[src/rtl/fifo_pkg.sv]
// Shared FIFO definitions: read-mode constants common to the FIFO family
// and a constant-evaluable ceil(log2) helper for sizing.
package fifo_pkg;

  // Read-mode selectors, shared with the async FIFO family
  localparam int FIFO_STD  = 0;
  localparam int FIFO_FWFT = 1;

  // Ceiling log2; returns 0 for inputs of 0 or 1
  function automatic int clog2(input int value);
    int v;
    int r;
    v = value - 1;
    r = 0;
    while (v > 0) begin
      v = v >> 1;
      r = r + 1;
    end
    return r;
  endfunction

endpackage

[src/rtl/fifo_mem_dp.sv]
// Simple dual-port storage: one synchronous write port and one asynchronous
// read port. The array is never reset; occupancy tracking lives in the parent.
module fifo_mem_dp
  import fifo_pkg::*;
#(
  parameter int DATA_WIDTH = 8,
  parameter int ADDR_WIDTH = 3
) (
  input  logic                  clk,
  input  logic                  we_i,
  input  logic [ADDR_WIDTH-1:0] waddr_i,
  input  logic [DATA_WIDTH-1:0] wdata_i,
  input  logic [ADDR_WIDTH-1:0] raddr_i,
  output logic [DATA_WIDTH-1:0] rdata_o
);

  localparam int DEPTH = 1 << ADDR_WIDTH;

  logic [DATA_WIDTH-1:0] mem_q [DEPTH];

  // Store the write word on the clock edge when the parent accepts a write
  always_ff @(posedge clk) begin
    if (we_i) begin
      mem_q[waddr_i] <= wdata_i;
    end
  end

  // Read port is combinational so FWFT can show the head word directly
  assign rdata_o = mem_q[raddr_i];

endmodule

[src/rtl/sync_fifo_param.sv]
// Single-clock parametrised FIFO with standard or first-word-fall-through
// read, programmable almost-full/almost-empty levels, occupancy count and
// sticky overflow/underflow flags. Pointers are binary with a wrap bit.
module sync_fifo_param
  import fifo_pkg::*;
#(
  parameter int DATA_WIDTH = 8,
  parameter int ADDR_WIDTH = 3,
  parameter int FWFT       = FIFO_STD,
  parameter int AF_THRESH  = (1 << ADDR_WIDTH) - 2,
  parameter int AE_THRESH  = 1
) (
  input  logic                  clk,
  input  logic                  rst,
  input  logic                  wr_en,
  input  logic [DATA_WIDTH-1:0] wr_data,
  input  logic                  rd_en,
  output logic [DATA_WIDTH-1:0] rd_data,
  output logic                  full,
  output logic                  empty,
  output logic                  almost_full,
  output logic                  almost_empty,
  output logic [ADDR_WIDTH:0]   count,
  output logic                  overflow,
  output logic                  underflow,
  input  logic                  clr_err
);

  localparam int DEPTH = 1 << ADDR_WIDTH;
  localparam int PTR_W = ADDR_WIDTH + 1;

  // Thresholds narrowed to the count width; legal ranges fit in PTR_W bits
  localparam logic [PTR_W-1:0] AF_LVL = AF_THRESH[PTR_W-1:0];
  localparam logic [PTR_W-1:0] AE_LVL = AE_THRESH[PTR_W-1:0];

  // Reject illegal configurations while elaborating
  if (ADDR_WIDTH < 1 || clog2(DEPTH) != ADDR_WIDTH) begin : g_bad_aw
    $error("sync_fifo_param: ADDR_WIDTH must be >= 1");
  end
  if (AF_THRESH < 1 || AF_THRESH > DEPTH) begin : g_bad_af
    $error("sync_fifo_param: AF_THRESH must lie in 1..DEPTH");
  end
  if (AE_THRESH < 0 || AE_THRESH > DEPTH - 1) begin : g_bad_ae
    $error("sync_fifo_param: AE_THRESH must lie in 0..DEPTH-1");
  end
  if (FWFT != FIFO_STD && FWFT != FIFO_FWFT) begin : g_bad_mode
    $error("sync_fifo_param: FWFT must be 0 or 1");
  end

  logic [PTR_W-1:0]      wr_ptr_q, wr_ptr_d;
  logic [PTR_W-1:0]      rd_ptr_q, rd_ptr_d;
  logic [PTR_W-1:0]      count_q,  count_d;
  logic                  overflow_q,  overflow_d;
  logic                  underflow_q, underflow_d;
  logic                  wr_acc, rd_acc;
  logic [DATA_WIDTH-1:0] mem_rdata;

  // Status is derived from registered state only, never from wr_en/rd_en
  assign empty = (wr_ptr_q == rd_ptr_q);
  assign full  = (wr_ptr_q[ADDR_WIDTH] != rd_ptr_q[ADDR_WIDTH]) &&
                 (wr_ptr_q[ADDR_WIDTH-1:0] == rd_ptr_q[ADDR_WIDTH-1:0]);

  assign almost_full  = (count_q >= AF_LVL);
  assign almost_empty = (count_q <= AE_LVL);
  assign count        = count_q;
  assign overflow     = overflow_q;
  assign underflow    = underflow_q;

  // Acceptance uses pre-edge full/empty, so a same-cycle partner op never rescues a dropped one
  assign wr_acc = wr_en && !full;
  assign rd_acc = rd_en && !empty;

  // Next-state for pointers, occupancy and sticky error flags
  always_comb begin
    wr_ptr_d = wr_ptr_q;
    rd_ptr_d = rd_ptr_q;
    count_d  = count_q;
    if (wr_acc) begin
      wr_ptr_d = wr_ptr_q + PTR_W'(1);
    end
    if (rd_acc) begin
      rd_ptr_d = rd_ptr_q + PTR_W'(1);
    end
    case ({wr_acc, rd_acc})
      2'b10:   count_d = count_q + PTR_W'(1);
      2'b01:   count_d = count_q - PTR_W'(1);
      default: count_d = count_q;
    endcase
    // A new error event outranks a clear in the same cycle
    overflow_d  = (overflow_q  && !clr_err) || (wr_en && full);
    underflow_d = (underflow_q && !clr_err) || (rd_en && empty);
  end

  // Controller state; async reset discards all contents at once
  always_ff @(posedge clk or posedge rst) begin
    if (rst) begin
      wr_ptr_q    <= '0;
      rd_ptr_q    <= '0;
      count_q     <= '0;
      overflow_q  <= 1'b0;
      underflow_q <= 1'b0;
    end else begin
      wr_ptr_q    <= wr_ptr_d;
      rd_ptr_q    <= rd_ptr_d;
      count_q     <= count_d;
      overflow_q  <= overflow_d;
      underflow_q <= underflow_d;
    end
  end

  fifo_mem_dp #(
    .DATA_WIDTH (DATA_WIDTH),
    .ADDR_WIDTH (ADDR_WIDTH)
  ) u_mem (
    .clk     (clk),
    .we_i    (wr_acc),
    .waddr_i (wr_ptr_q[ADDR_WIDTH-1:0]),
    .wdata_i (wr_data),
    .raddr_i (rd_ptr_q[ADDR_WIDTH-1:0]),
    .rdata_o (mem_rdata)
  );

  if (FWFT == FIFO_FWFT) begin : g_fwft
    // Head word is shown directly; meaningful only while not empty
    assign rd_data = mem_rdata;
  end else begin : g_std
    logic [DATA_WIDTH-1:0] rd_data_q;

    // Capture the head word on an accepted read, hold otherwise
    always_ff @(posedge clk or posedge rst) begin
      if (rst) begin
        rd_data_q <= '0;
      end else if (rd_acc) begin
        rd_data_q <= mem_rdata;
      end
    end

    assign rd_data = rd_data_q;
  end

endmodule

[config.mk]
export PLATFORM = sky130hd
export DESIGN_NAME = sync_fifo_param
export DESIGN_NICKNAME = d
export VERILOG_FILES = /design/src/rtl/fifo_pkg.sv /design/src/rtl/fifo_mem_dp.sv /design/src/rtl/sync_fifo_param.sv
export SDC_FILE = /design/constraint.sdc
export NUM_CORES = 1
export LEC_CHECK = 0
export BUFFER_PORTS_ARGS = -buffer_cell sky130_fd_sc_hd__buf_2
export CAP_MARGIN = 10
export CORE_MARGIN = 5
export CORE_UTILIZATION = 48
export CTS_CLUSTER_SIZE = 28
export DETAILED_ROUTE_END_ITERATION = 10
export PLACE_DENSITY_LB_ADDON = 0.05
export SETUP_SLACK_MARGIN = 0.15
export SLEW_MARGIN = 20
export SYNTH_ARGS = -nofsm -noshare
export SYNTH_HDL_FRONTEND = slang
export SYNTH_SLANG_ARGS = --single-unit
export TNS_END_PERCENT = 10
[constraint.sdc]
create_clock -name clk -period 3.2 [get_ports clk]
set_clock_uncertainty 0.2 [all_clocks]
set_input_delay 0.32 -clock clk [delete_from_list [all_inputs] [get_ports clk]]
set_output_delay 0.32 -clock clk [all_outputs]
set_load 0.02 [all_outputs]
==> results.yml <==
synth:
  ys_top_cells_by_area: "edfxtp_1, dfrtp_1, mux4_2, mux2i_1, ha_1"
  yosysTopAreaCellShare: 0.541
  ys_types: 32
  synth_most_common_cell: "edfxtp_1"
  synth_mux_area_frac: 0.134
  synth-compound-area-share: 0.0328
  synthXorXnorAreaFrac: 0.0387
  synthAdderAreaFrac: 0.0247
  yosys.area_share.simple: 0.0500
  avgSynthCellArea_sq_um: 17.5
  synthTopCellsByCount: "edfxtp_1, dfrtp_1, mux4_2"
  synth_fp_nets: 223
  ys_seq_elements: 86
  synth_warnings: 0
  synth_top_family_by_area: "multiplexers"
  syn_inst: 203
  synth_edf_count: 64
  ys.flop_type: "edfxtp_1"
  netlist_area_sq_um: 3550
  yosys.area.top_type: "edfxtp_1"
  seq_area_frac_synth: 0.696
  synth_async_sr_flop_share: 0.256
run:
  cap_violations: 0
power_and_ir_drop:
  power_mw: 3.80
  cellPowerDensity_nw_per_um2: 932
  vdd_drop_max_mv: 0.362
  p_leak_nw: 1.57
min_path:
  hold_class: "in -> reg"
  hp-start: "wr_data[1]"
  hold_path_end: "u_mem.mem_q[7][1]$_DFFE_PP_"
  hold_depth: 1
cts:
  cts_buffers: 9
  cts_root_buffer: "clkbuf_8"
  cts_sinks: 86
  clk_pin_slew_ns: 0.08
  cts_tree: "yes"
  clkLatencyLatePin_ns: 0.35
  cts_buffer_depth: 2
  htreeDepth: 3
timing:
  max_freq_mhz: 422
  timing.final.crit_share: 0.740
  final.min_clock_period_ns: 2.37
  slew_headroom: 0.425
  rsz0062_at_grt: "no"
  fin_setup_tns_ns: 0
  setup_violations: 0
  final_hold_viol_count: 0
  fin_hold_ws_ns: 0.0389
  slew_viol_final: 0
  tightest_slew_ns: 0.862
placement:
  place_congestion: 0.739
  post-dp-hpwl_um: 4270
  port_buffers: 30
setup_path:
  worstPathRequired_ns: 3.22
  crit_path_max_fanout: 8
  worstPathArrival_ns: 2.39
  reg2reg_from: "wr_ptr_q[1]$_DFFE_PP0P_"
  r2r_slack_ns: 0.83
  worstSetupPathType: "reg -> reg"
  worstSetupStartpointType: "flip-flop"
  endpoint_kind: "flip-flop"
  r2r_end: "count[2]$_DFFE_PP0P_"
  r2r_cells: 6
layout:
  n_antenna_cell: 0
  nets: 272
  areaGrowthSynthToFinish_pct: 14.8
  drive_gt1_frac: 0.323
drt:
  wire_per_inst_um: 17.7
  vias: 1828
  first_pass_iters: 4
  vias_per_cell: 5.13
  wirelength_um: 6300
  route.detailed.drc: 0
  drtIter0Drc: 42
  ant_nets: 0
global_routing:
  grt_pass1_wl_um: 10100
  grt-ovfl-total: 0
  grt_pass1_vias: 1962
  antenna_found_initial: 0
  grt_start_max_net_pins: 23
  grt.total_usage: 0.154
floorplanning:
  core_sq_um: 7210
  ios: 31
  die_area_sq_um: 9220
  row_count: 31
  die_w_um: 96.0
  start_util: 0.492
  chipHeight_um: 96.0
run_status:
  status: "finished clean"
-- final cells by class --
type                       count  area (sq um)
multi-input combinational    101          1010
clock buffer                  10           128
tap                           99           124
fill                         597          3140
inverter                       8          30.0
clock inverter                 6          45.0
sequential                    86          2470
timing repair buffer          46           273
-- flip-flops by register name, indices dropped and copies added (netlist names) --
register	count
count	4
overflow	1
rd_data	8
rd_ptr_q	4
u_mem.mem_q	64
underflow	1
wr_ptr_q	4
-- routing by layer --
layer,share of wire,routed length (um),vias up,GRT usage
met5,0,0,-,0
met4,0.023,144,0,0.0735
met3,0.037,234,14,0.0313
met2,0.52,3300,36,0.264
met1,0.42,2630,920,0.185
li1,-,-,858,-
-- cells by family after synthesis --
kind of cell    after synthesis
mux                          27
compound gates               15
xor+xnor                     14
flops                        86
buf+inv                      16
fa+ha+maj                     7
simple gates                 38
-- how the worst max path moves through the flow --
stage	from	cells after the start	endpoint
3_5_place_dp	wr_ptr_q[1]$_DFFE_PP0P_	6	count[2]$_DFFE_PP0P_
6_report	wr_ptr_q[1]$_DFFE_PP0P_	6	count[2]$_DFFE_PP0P_
2_1_floorplan	rd_ptr_q[0]$_DFFE_PP0P_	5	u_mem.mem_q[1][0]$_DFFE_PP_
4_1_cts	wr_ptr_q[1]$_DFFE_PP0P_	6	count[2]$_DFFE_PP0P_
3_3_place_gp	wr_ptr_q[1]$_DFFE_PP0P_	6	count[2]$_DFFE_PP0P_
5_1_grt	wr_ptr_q[1]$_DFFE_PP0P_	6	count[3]$_DFFE_PP0P_
-- critical path, stage by stage, from the launching register on --
cell and delay (ns):
dfrtp_1 0.49, xor2_2 0.23, o41ai_4 0.57, ha_1 0.34, mux2i_1 0.20, nor2_1 0.07, xor2_1 0.15
-- cells in the final DEF (no fill, tap or decap), drive strengths merged, types with 7 or more instances in the layout --
| cell type | instances |
|---|---|
| nor2 | 13 |
| inv | 11 |
| o21ai | 10 |
| nand2 | 12 |
| mux2i | 9 |
| edfxtp | 64 |
| dfrtp | 22 |
| mux4 | 16 |
| clkbuf | 10 |
| ha | 7 |
| xor2 | 10 |
| buf | 45 |
-- what timing repair did --
| item | 4_1_cts | 5_1_grt |
|---|---|---|
| hold buffers | 1 | 0 |
| setup buffers | 0 | 0 |
| resized for setup | 0 | 0 |
| endpoints found under the hold margin | 22 | 0 |
-- through the flow --
step / area, sq um / cells / setup WS, ns / utilization
after floorplan: 3550 / 203 / 0.814 / -
after global placement: 3900 / 339 / 0.938 / 0.540
after detailed placement: 3900 / 339 / 0.864 / 0.540
after CTS: 4080 / 356 / 0.822 / 0.565
after global routing: 4080 / 356 / 0.673 / 0.565
final: 4080 / 356 / 0.831 / 0.565
-- where the power goes --
part	leakage (nW)	total [mW]	internal [mW]	switching, mW
clock network	0.0813	0.675	0.288	0.387
logic	0.637	1.48	0.641	0.838
registers	0.848	1.65	1.48	0.169
Power figures use the tool's default switching activity.
